`src/rtl/seg7_scan_ctrl.sv`:
```
// seg7_scan_ctrl
// Time-multiplexed scan controller for a common-segment multi-digit 7-segment
// display. It presents one nibble at a time to a shared hex-to-segment decoder
// and drives one-hot digit enables. Every digit is preceded by a blanking gap,
// which keeps the previous digit's segments from ghosting onto the next digit.
// The displayed value is double-buffered, so a frame never shows a mix of old
// and new digits.
//
// Ports:
//   clk         system clock; all state changes happen on its rising edge
//   rst_n       asynchronous active-low reset
//   ena         scan enable; when low the display goes dark (IDLE)
//   load        single-cycle strobe that captures data_in / dp_in
//   data_in     hex value; digit k is data_in[4k+3:4k]
//   dp_in       decimal point per digit, captured together with data_in
//   blank_lz    leading-zero suppression enable, sampled live
//   nibble_out  nibble for the current digit, sent to the decoder
//   dp_out      decimal point for the current digit
//   digit_en    one-hot active-high digit select
//   frame_done  one-cycle pulse on the first BLANK cycle of each new frame
module seg7_scan_ctrl #(
  parameter int NUM_DIGITS   = 4,
  parameter int PRESCALE     = 1000,
  parameter int BLANK_CYCLES = 16
) (
  input  logic                    clk,
  input  logic                    rst_n,
  input  logic                    ena,
  input  logic                    load,
  input  logic [4*NUM_DIGITS-1:0] data_in,
  input  logic [NUM_DIGITS-1:0]   dp_in,
  input  logic                    blank_lz,
  output logic [3:0]              nibble_out,
  output logic                    dp_out,
  output logic [NUM_DIGITS-1:0]   digit_en,
  output logic                    frame_done
);

  localparam int MAXC = (PRESCALE > BLANK_CYCLES) ? PRESCALE : BLANK_CYCLES;
  localparam int CW   = (MAXC > 1) ? $clog2(MAXC) : 1;
  localparam int IW   = $clog2(NUM_DIGITS);

  localparam logic [CW-1:0] BLANK_LAST = CW'(BLANK_CYCLES - 1);
  localparam logic [CW-1:0] SHOW_LAST  = CW'(PRESCALE - 1);
  localparam logic [IW-1:0] IDX_LAST   = IW'(NUM_DIGITS - 1);

  typedef enum logic [1:0] {
    IDLE  = 2'd0,
    BLANK = 2'd1,
    SHOW  = 2'd2
  } state_t;

  state_t                  state_reg, state_next;
  logic [IW-1:0]           idx_reg, idx_next;
  logic [CW-1:0]           cnt_reg, cnt_next;
  logic                    wrap;

  logic [4*NUM_DIGITS-1:0] act_data_reg, act_data_next;
  logic [NUM_DIGITS-1:0]   act_dp_reg, act_dp_next;
  logic [4*NUM_DIGITS-1:0] pend_data_reg, pend_data_next;
  logic [NUM_DIGITS-1:0]   pend_dp_reg, pend_dp_next;
  logic                    pend_flag_reg, pend_flag_next;

  logic [3:0]              nib_arr [NUM_DIGITS];
  logic [NUM_DIGITS-1:0]   hi_zero;
  logic [3:0]              nibble_next;
  logic                    dp_next;
  logic                    suppress;
  logic [NUM_DIGITS-1:0]   digit_en_next;

  // Scan sequencer: IDLE -> (BLANK -> SHOW) per digit, wrapping at the last digit.
  always_comb begin
    state_next = state_reg;
    idx_next   = idx_reg;
    cnt_next   = cnt_reg;
    wrap       = 1'b0;
    if (!ena) begin
      state_next = IDLE;
      idx_next   = '0;
      cnt_next   = '0;
    end else begin
      case (state_reg)
        IDLE: begin
          state_next = BLANK;
          idx_next   = '0;
          cnt_next   = '0;
        end
        BLANK: begin
          if (cnt_reg == BLANK_LAST) begin
            state_next = SHOW;
            cnt_next   = '0;
          end else begin
            cnt_next = cnt_reg + CW'(1);
          end
        end
        SHOW: begin
          if (cnt_reg == SHOW_LAST) begin
            state_next = BLANK;
            cnt_next   = '0;
            if (idx_reg == IDX_LAST) begin
              idx_next = '0;
              wrap     = 1'b1;
            end else begin
              idx_next = idx_reg + IW'(1);
            end
          end else begin
            cnt_next = cnt_reg + CW'(1);
          end
        end
        default: begin
          state_next = IDLE;
          idx_next   = '0;
          cnt_next   = '0;
        end
      endcase
    end
  end

  // Double buffer. The commit is taken while frame_done is high, which is the
  // first BLANK cycle of digit 0, so the swap never lands mid-frame. A load in
  // that same cycle wins over whatever was pending.
  always_comb begin
    act_data_next  = act_data_reg;
    act_dp_next    = act_dp_reg;
    pend_data_next = pend_data_reg;
    pend_dp_next   = pend_dp_reg;
    pend_flag_next = pend_flag_reg;
    if (frame_done) begin
      if (load) begin
        act_data_next = data_in;
        act_dp_next   = dp_in;
      end else if (pend_flag_reg) begin
        act_data_next = pend_data_reg;
        act_dp_next   = pend_dp_reg;
      end
      pend_flag_next = 1'b0;
    end else if (load) begin
      if (state_reg == IDLE) begin
        act_data_next = data_in;
        act_dp_next   = dp_in;
      end else begin
        pend_data_next = data_in;
        pend_dp_next   = dp_in;
        pend_flag_next = 1'b1;
      end
    end
  end

  // Per-digit nibble view, plus a flag saying "this digit and every digit
  // above it are zero". Both are taken from the post-update active buffer.
  genvar gi;
  generate
    for (gi = 0; gi < NUM_DIGITS; gi++) begin : g_digit
      assign nib_arr[gi] = act_data_next[4*gi +: 4];
      assign hi_zero[gi] = (act_data_next[4*NUM_DIGITS-1:4*gi] == '0);
    end
  endgenerate

  // The outputs are computed from the next state, so the registered outputs
  // line up with the state they describe. nibble_out follows the digit
  // through BLANK as well, which gives the decoder time to settle before the
  // enable is driven.
  always_comb begin
    nibble_next   = nib_arr[idx_next];
    dp_next       = act_dp_next[idx_next];
    suppress      = blank_lz && (idx_next != '0) && hi_zero[idx_next];
    digit_en_next = '0;
    if ((state_next == SHOW) && !suppress) begin
      digit_en_next = NUM_DIGITS'(1) << idx_next;
    end
  end

  always_ff @(posedge clk or negedge rst_n) begin
    if (!rst_n) begin
      state_reg     <= IDLE;
      idx_reg       <= '0;
      cnt_reg       <= '0;
      act_data_reg  <= '0;
      act_dp_reg    <= '0;
      pend_data_reg <= '0;
      pend_dp_reg   <= '0;
      pend_flag_reg <= 1'b0;
      nibble_out    <= '0;
      dp_out        <= 1'b0;
      digit_en      <= '0;
      frame_done    <= 1'b0;
    end else begin
      state_reg     <= state_next;
      idx_reg       <= idx_next;
      cnt_reg       <= cnt_next;
      act_data_reg  <= act_data_next;
      act_dp_reg    <= act_dp_next;
      pend_data_reg <= pend_data_next;
      pend_dp_reg   <= pend_dp_next;
      pend_flag_reg <= pend_flag_next;
      nibble_out    <= nibble_next;
      dp_out        <= dp_next;
      digit_en      <= digit_en_next;
      frame_done    <= wrap;
    end
  end

endmodule

```
`config.mk`:
```
export PLATFORM = sky130hd
export DESIGN_NAME = seg7_scan_ctrl
export DESIGN_NICKNAME = d
export VERILOG_FILES = /design/src/rtl/seg7_scan_ctrl.sv
export SDC_FILE = /design/constraint.sdc
export NUM_CORES = 1
export LEC_CHECK = 0
export BUFFER_PORTS_ARGS = -buffer_cell sky130_fd_sc_hd__buf_2
export CAP_MARGIN = 20
export CORE_MARGIN = 5
export CORE_UTILIZATION = 45
export CTS_BUF_LIST = sky130_fd_sc_hd__clkbuf_4
export CTS_CLUSTER_DIAMETER = 150
export DETAILED_ROUTE_END_ITERATION = 12
export GPL_TIMING_DRIVEN = 0
export PLACE_DENSITY = 0.66
export SKIP_LAST_GASP = 1
export SYNTH_ARGS = -nofsm -noshare
export SYNTH_HDL_FRONTEND = slang
export SYNTH_SLANG_ARGS = --single-unit
export TNS_END_PERCENT = 5
```
`constraint.sdc`:
```
create_clock -name clk -period 2.8 [get_ports clk]
set_input_delay 0.56 -clock clk [delete_from_list [all_inputs] [get_ports clk]]
set_output_delay 0.56 -clock clk [all_outputs]
set_load 0.005 [all_outputs]
```
# Yosys cells after proc, flatten, opt, wreduce, memory -nomap -nowiden
# Index checks and enable logic that the tools add are counted.
op_classes:
  addsub: 2
  n_lt_le_gt_ge: 2
  n_eq_ne: 7
  shifts: 1
  mux: 37
  n_bitwise: 3
  reduce_logical: 13
ops:
  columns: ["op", "count"]
  rows:
  - ["2-to-1 mux 16 bit", 5]
  - ["2-to-1 mux 4 bit", 8]
  - ["2-to-1 mux 10 bit", 3]
  - ["case mux 10 bit (2 select lines)", 1]
  - ["zero test 16 bit", 1]
  - ["zero test 12 bit", 1]
  - ["2-to-1 mux 2 bit", 6]
  - ["adder 10 x 1 -> 10 bit (second input constant)", 1]
  - ["equality test 10 bit (second input constant)", 1]
  - ["equality test 10 x 4 -> 1 bit (second input constant)", 1]
  - ["2-to-1 mux 1 bit", 9]
  - ["binary-select mux 4 bit (select 2 bit)", 1]
  - ["zero test 8 bit", 1]
  - ["equality test 2 bit (second input constant)", 3]
  - ["case mux 2 bit (3 select lines)", 1]
  - ["binary-select mux 1 bit (select 2 bit)", 2]
  - ["zero test 4 bit", 1]
  - ["case mux 2 bit (2 select lines)", 1]
  - ["nonzero test 2 bit", 2]
  - ["<< shifter 1 x 2 -> 4 bit (first input constant)", 1]
  - ["greater-or-equal comparator 3 bit (second input constant)", 1]
  - ["logical AND 1 bit", 3]
  - ["less-than comparator 2 x 3 -> 1 bit (second input constant)", 1]
  - ["inverter 2 -> 3 bit", 1]
  - ["8 further kinds", 9]
totals:
  register_bits: 65
  inputBits: 25
  output_inout_bits: 10
  word_cells: 77

# Depth between registers and ports, before layout
logic_depth:
  word_depth: 11
  depth_mapped: 9
  mapped_depth_nobuf: 8

# Least setup slack after synthesis
# OpenSTA, ideal clock, no wires.
synth_timing:
  path_kind: "register to register"
  start: "register state_reg[0]"
  end: "register digit_en[1]"
  setup_time_ns: 0.122
  arrival_ns: 2.007
  required_time_ns: 2.678
  path_slack_ns: 0.672
  stages_incl_launch_ff: 10
  n_path_buf: 1
  path_cell_list: "dfrtp_1 -> inv_1 -> ha_1 -> a21o_1 -> and2_4 -> buf_6 -> o22a_4 -> o41ai_2 -> nand3_1 -> o2111a_1"
synth_via:
  elab_chain_len: 11
  elab_cells_between_ends: 26
synth_rtl:
  columns: ["item", "line", "text"]
  rows:
  - ["from (decl)", "53", "state_t state_reg, state_next;"]
  - ["from (signal assigned)", "188", "state_reg <= state_next;"]
  - ["zero test 2 bit", "82, 138", null]
  - ["2-to-1 mux 16 bit", "138", "if (state_reg == IDLE) begin"]
  - ["2-to-1 mux 16 bit", "137", "end else if (load) begin"]
  - ["2-to-1 mux 16 bit", "128", "if (frame_done) begin"]
  - ["zero test 16 bit (tied with other cells)", "155", "assign hi_zero[gi] = (act_data_next[4*NUM_DIGITS-1:4*gi] == '0);"]
  - ["binary-select mux 1 bit (select 2 bit)", "166", "suppress = blank_lz && (idx_next != '0) && hi_zero[idx_next];"]
  - ["2-to-1 mux 1 bit (not written as such)", "166", null]
  - ["logical AND 1 bit", "166", null]
  - ["zero test 1 bit", "168", "if ((state_next == SHOW) && !suppress) begin"]
  - ["logical AND 1 bit", "168", null]
  - ["2-to-1 mux 4 bit (*)", "168", null]
  - ["via digit_en_next[1]", "69", "logic [NUM_DIGITS-1:0] digit_en_next;"]
  - ["to (signal assigned)", "198", "digit_en <= digit_en_next;"]
  - ["to (decl)", "35", "output logic [NUM_DIGITS-1:0] digit_en,"]
# Mark *: on every way through the listed nets, which the timed path passes. The rest lies on a longest branch. The select of a mux whose other input is x is not followed.
# A chain may end at the register's enable or synchronous reset.

# Worst setup path in the final report
layout_timing:
  start: "register state_reg[0]"
  end: "register digit_en[1]"
layout_via:
  elab_chain_len: 11
  elab_cells_between_ends: 26
layout_rtl:
  columns: ["item", "line", "text"]
  rows:
  - ["zero test 2 bit (*)", "138", null]
  - ["2-to-1 mux 16 bit (*)", "138", null]
  - ["2-to-1 mux 16 bit (*)", "137", null]
  - ["2-to-1 mux 16 bit (*)", "128", null]
  - ["via act_data_next[10]", "58", "logic [4*NUM_DIGITS-1:0] act_data_reg, act_data_next;"]
  - ["zero test 16 bit (tied with other cells)", "155", null]
  - ["binary-select mux 1 bit (select 2 bit) (*)", "166", null]
  - ["2-to-1 mux 1 bit (not written as such) (*)", "166", null]
  - ["logical AND 1 bit (*)", "166", null]
  - ["zero test 1 bit (*)", "168", null]
  - ["logical AND 1 bit (*)", "168", null]
  - ["2-to-1 mux 4 bit (*)", "168", null]
  - ["via digit_en_next[1]", "69", null]
# Marks and branches as above.

==> results_dict.tcl <==
set metrics [dict create \
    crit_arrival_ns 2.71 \
    antenna_found_initial 0 \
    setup-tns-final_ns 0 \
    htreeDepth 3 \
    worst-r2r-cell-count 9 \
    crit_required_ns 3.10 \
    ant_nets 0 \
    overflow 0 \
    finalCriticalPeriod_ns 2.42 \
    vias 2387 \
    fin_cells 435 \
    synth_cell_type_count 52 \
    cp-end-kind "flip-flop" \
    cts_buffer_depth 2 \
    ys_seq_area_share_pct 49.1 \
    ff_latch_area_mm2 0.00163 \
    cpPeakStageDelay_ns 0.42 \
    dieWidth_um 95.8 \
    post_cts_buffers 0 \
    cp_max_fo 10 \
    place_area_mm2 0.00361 \
    fin_area_mm2 0.00372 \
    drt_iter0_markers 76 \
    cts_resized 0 \
    p_total_uw 2000 \
    rr_startpoint "state_reg[0]" \
    critPathLaunch "state_reg[0]" \
    synth_flop_cell "dfrtp_1" \
    period_share_pct 86.3 \
    fin_nets 362 \
    synthArstFlopShare_pct 100 \
    critPathLaunchType "flip-flop" \
    clkTransAtPathRegs_ns 0.11 \
    power.static_leakage_uw 0.00161 \
    io_buffers 34 \
    hold_viol_final 0 \
    antenna_cells 0 \
    track_usage_pct 17.6 \
    die_h_um 95.8 \
    cts_tree "built" \
    cts_root_buf "clkbuf_4" \
    drtPass1Iterations 4 \
    die_area_mm2 0.00918 \
    post_drt_wl_per_cell_um 16.7 \
    gp_congestion 0.827 \
    start_util_pct 45.9 \
    grt_max_degree 66 \
    multi_input_area_mm2 0.00161 \
    syn-num-nets 317 \
    tightest_slew_ns 0.819 \
    finalSetupViolCount 0 \
    synth_seq_cells 65 \
    area_delta_synth_final_pct 12.3 \
    r2r_end "digit_en[1]" \
    fin_skew_ns 0.0123 \
    worstPathCellList "inv_1, ha_1, nand2_1, clkbuf_1, o22ai_1, a21oi_1, nor4_1, nand2_1, o2111a_1" \
    slew-limit-headroom_pct 45.4 \
    synth_edf_count 0 \
    cap_violations 0 \
    netlist_area_mm2 0.00331 \
    yosys_warnings 0 \
    critPathBufInv 2 \
    n_fill_cell 695 \
    crit_slowest_cell "dfrtp_1" \
    grt_pass1_vias 2430 \
    fmax_mhz 414 \
    pin_count 35 \
    drive_gt1_share_pct 29.8 \
    power_density_mw_per_mm2 538 \
    critical_path_class "reg -> reg" \
    numClockSinks 65 \
    reg2reg_slack_ns 0.38 \
    synthCells 286 \
    route.detailed.drc 0 \
    core_mm2 0.00721 \
    rsz0062_at_grt "false" \
    dp.cells 419 \
    slew_viol_final 0 \
    grt_pass1_wl_um 12100 \
    vias_per_cell 5.49 \
    min_path_type "in -> async" \
    cp_top_family "simple AND/OR/NAND/NOR gates" \
    syn_avg_cell_area_um2 11.6 \
    outcome "finished clean" \
    peakVddDrop_uv 294 \
    clock_latency_ns 0.41 \
    cts_buffers 9 \
    rows 31 \
    hpwl_um 5220 \
    cts_hold_buf 0 \
    cp_common_cell "nand2_1" \
    drt-total-wl_um 7240 \
]
## cell families (layout without fill, tap and decap cells)
logic type,after synthesis,after routing,share of synthesized area [%]
AND/OR/NAND/NOR,81,81,14.1
AO/OA/AOI/OAI,65,65,15.2
flip-flops,65,65,49.1
multiplexers,45,45,14.8
buffers and inverters,16,66,2.49
XOR/XNOR,8,8,2.11
adder cells (fa/ha/maj),6,6,2.26
## layout by cell type (no fill, tap or decap), types with 3 or more instances in the layout
| master | synthesis | layout |
|---|---|---|
| o21a_1 | 5 | 5 |
| nand3b_1 | 3 | 3 |
| clkbuf_1 | 4 | 4 |
| nor2_1 | 19 | 19 |
| o22ai_1 | 13 | 13 |
| mux2_2 | 32 | 32 |
| clkbuf_4 | 0 | 12 |
| and3_1 | 5 | 5 |
| nor2b_1 | 4 | 4 |
| nand3_1 | 11 | 11 |
| mux2i_1 | 13 | 13 |
| ha_1 | 6 | 6 |
| buf_2 | 6 | 39 |
| nand2_1 | 12 | 12 |
| xor2_1 | 3 | 3 |
| nor3b_1 | 4 | 4 |
| a21o_1 | 3 | 3 |
| nand2b_1 | 3 | 3 |
| o21ai_0 | 7 | 7 |
| xnor2_1 | 5 | 5 |
| dfrtp_1 | 65 | 65 |
| a21oi_1 | 14 | 14 |
| o22a_1 | 3 | 3 |
| and2_1 | 4 | 4 |
| inv_1 | 4 | 4 |
## power breakdown
group | switching, µW | leakage, µW | total [µW] | internal (µW)
Combinational | 178 | 0.000768 | 360 | 183
Sequential | 54.2 | 0.000783 | 1110 | 1060
Clock | 325 | 0.0000624 | 531 | 206
Total | 557 | 0.00161 | 2000 | 1440
## metal layers
layer	up-vias	share of wire, %	track usage [%]	wire length (µm)
met5	-	0	0	0
met4	0	1.6	5.21	114
met3	11	4.0	5.63	293
met2	44	48	28.7	3460
met1	1174	47	22.3	3370
li1	1158	-	-	-
## area by class of cell
class                   count  area share [%]
flip-flops and latches     65            43.7
multi-input cells         205            43.1
repair buffers             34            4.64
well taps                  99            3.33
clock buffers              12            2.42
plain buffers              12            1.82
clock inverters             4           0.538
inverters                   4           0.403
## worst max path at each step
stage / end / slack [ns] / depth (start not counted)
after floorplan: digit_en[1] / 0.67 / 9
after global placement: digit_en[1] / 0.31 / 9
after detailed placement: digit_en[1] / 0.27 / 9
after CTS: digit_en[1] / 0.35 / 9
after global routing: nibble_out[2] / 0.19 / 9
final: digit_en[1] / 0.38 / 9
## through the flow
| stage | hold WS [ns] | setup WS, ns | util (%) |
|---|---|---|---|
| after CTS | 0.249 | 0.352 | 51.6 |
| after global routing | 0.256 | 0.191 | 51.6 |
| final | 0.231 | 0.383 | 51.6 |
| after floorplan | 0.264 | 0.672 | - |
| after detailed placement | 0.458 | 0.272 | 50.1 |
| after global placement | 0.440 | 0.311 | 50.0 |
## synthesized netlist by cell type, types with 3 or more instances
cell type / instances / area share (%)
nand2_1: 12 / 1.4
and2_1: 4 / 0.75
ha_1: 6 / 2.3
nand2b_1: 3 / 0.57
mux2_2: 32 / 11
clkbuf_1: 4 / 0.45
nor2_1: 19 / 2.2
xor2_1: 3 / 0.79
mux2i_1: 13 / 3.9
a21o_1: 3 / 0.68
and3_1: 5 / 0.94
o22ai_1: 13 / 2.5
inv_1: 4 / 0.45
nand3_1: 11 / 1.7
nand3b_1: 3 / 0.68
buf_2: 6 / 0.91
o21ai_0: 7 / 1.1
nor2b_1: 4 / 0.75
xnor2_1: 5 / 1.3
o22a_1: 3 / 0.79
a21oi_1: 14 / 2.1
nor3b_1: 4 / 0.91
dfrtp_1: 65 / 49
o21a_1: 5 / 1.1
Note: power is estimated with default switching activity, not from simulation.
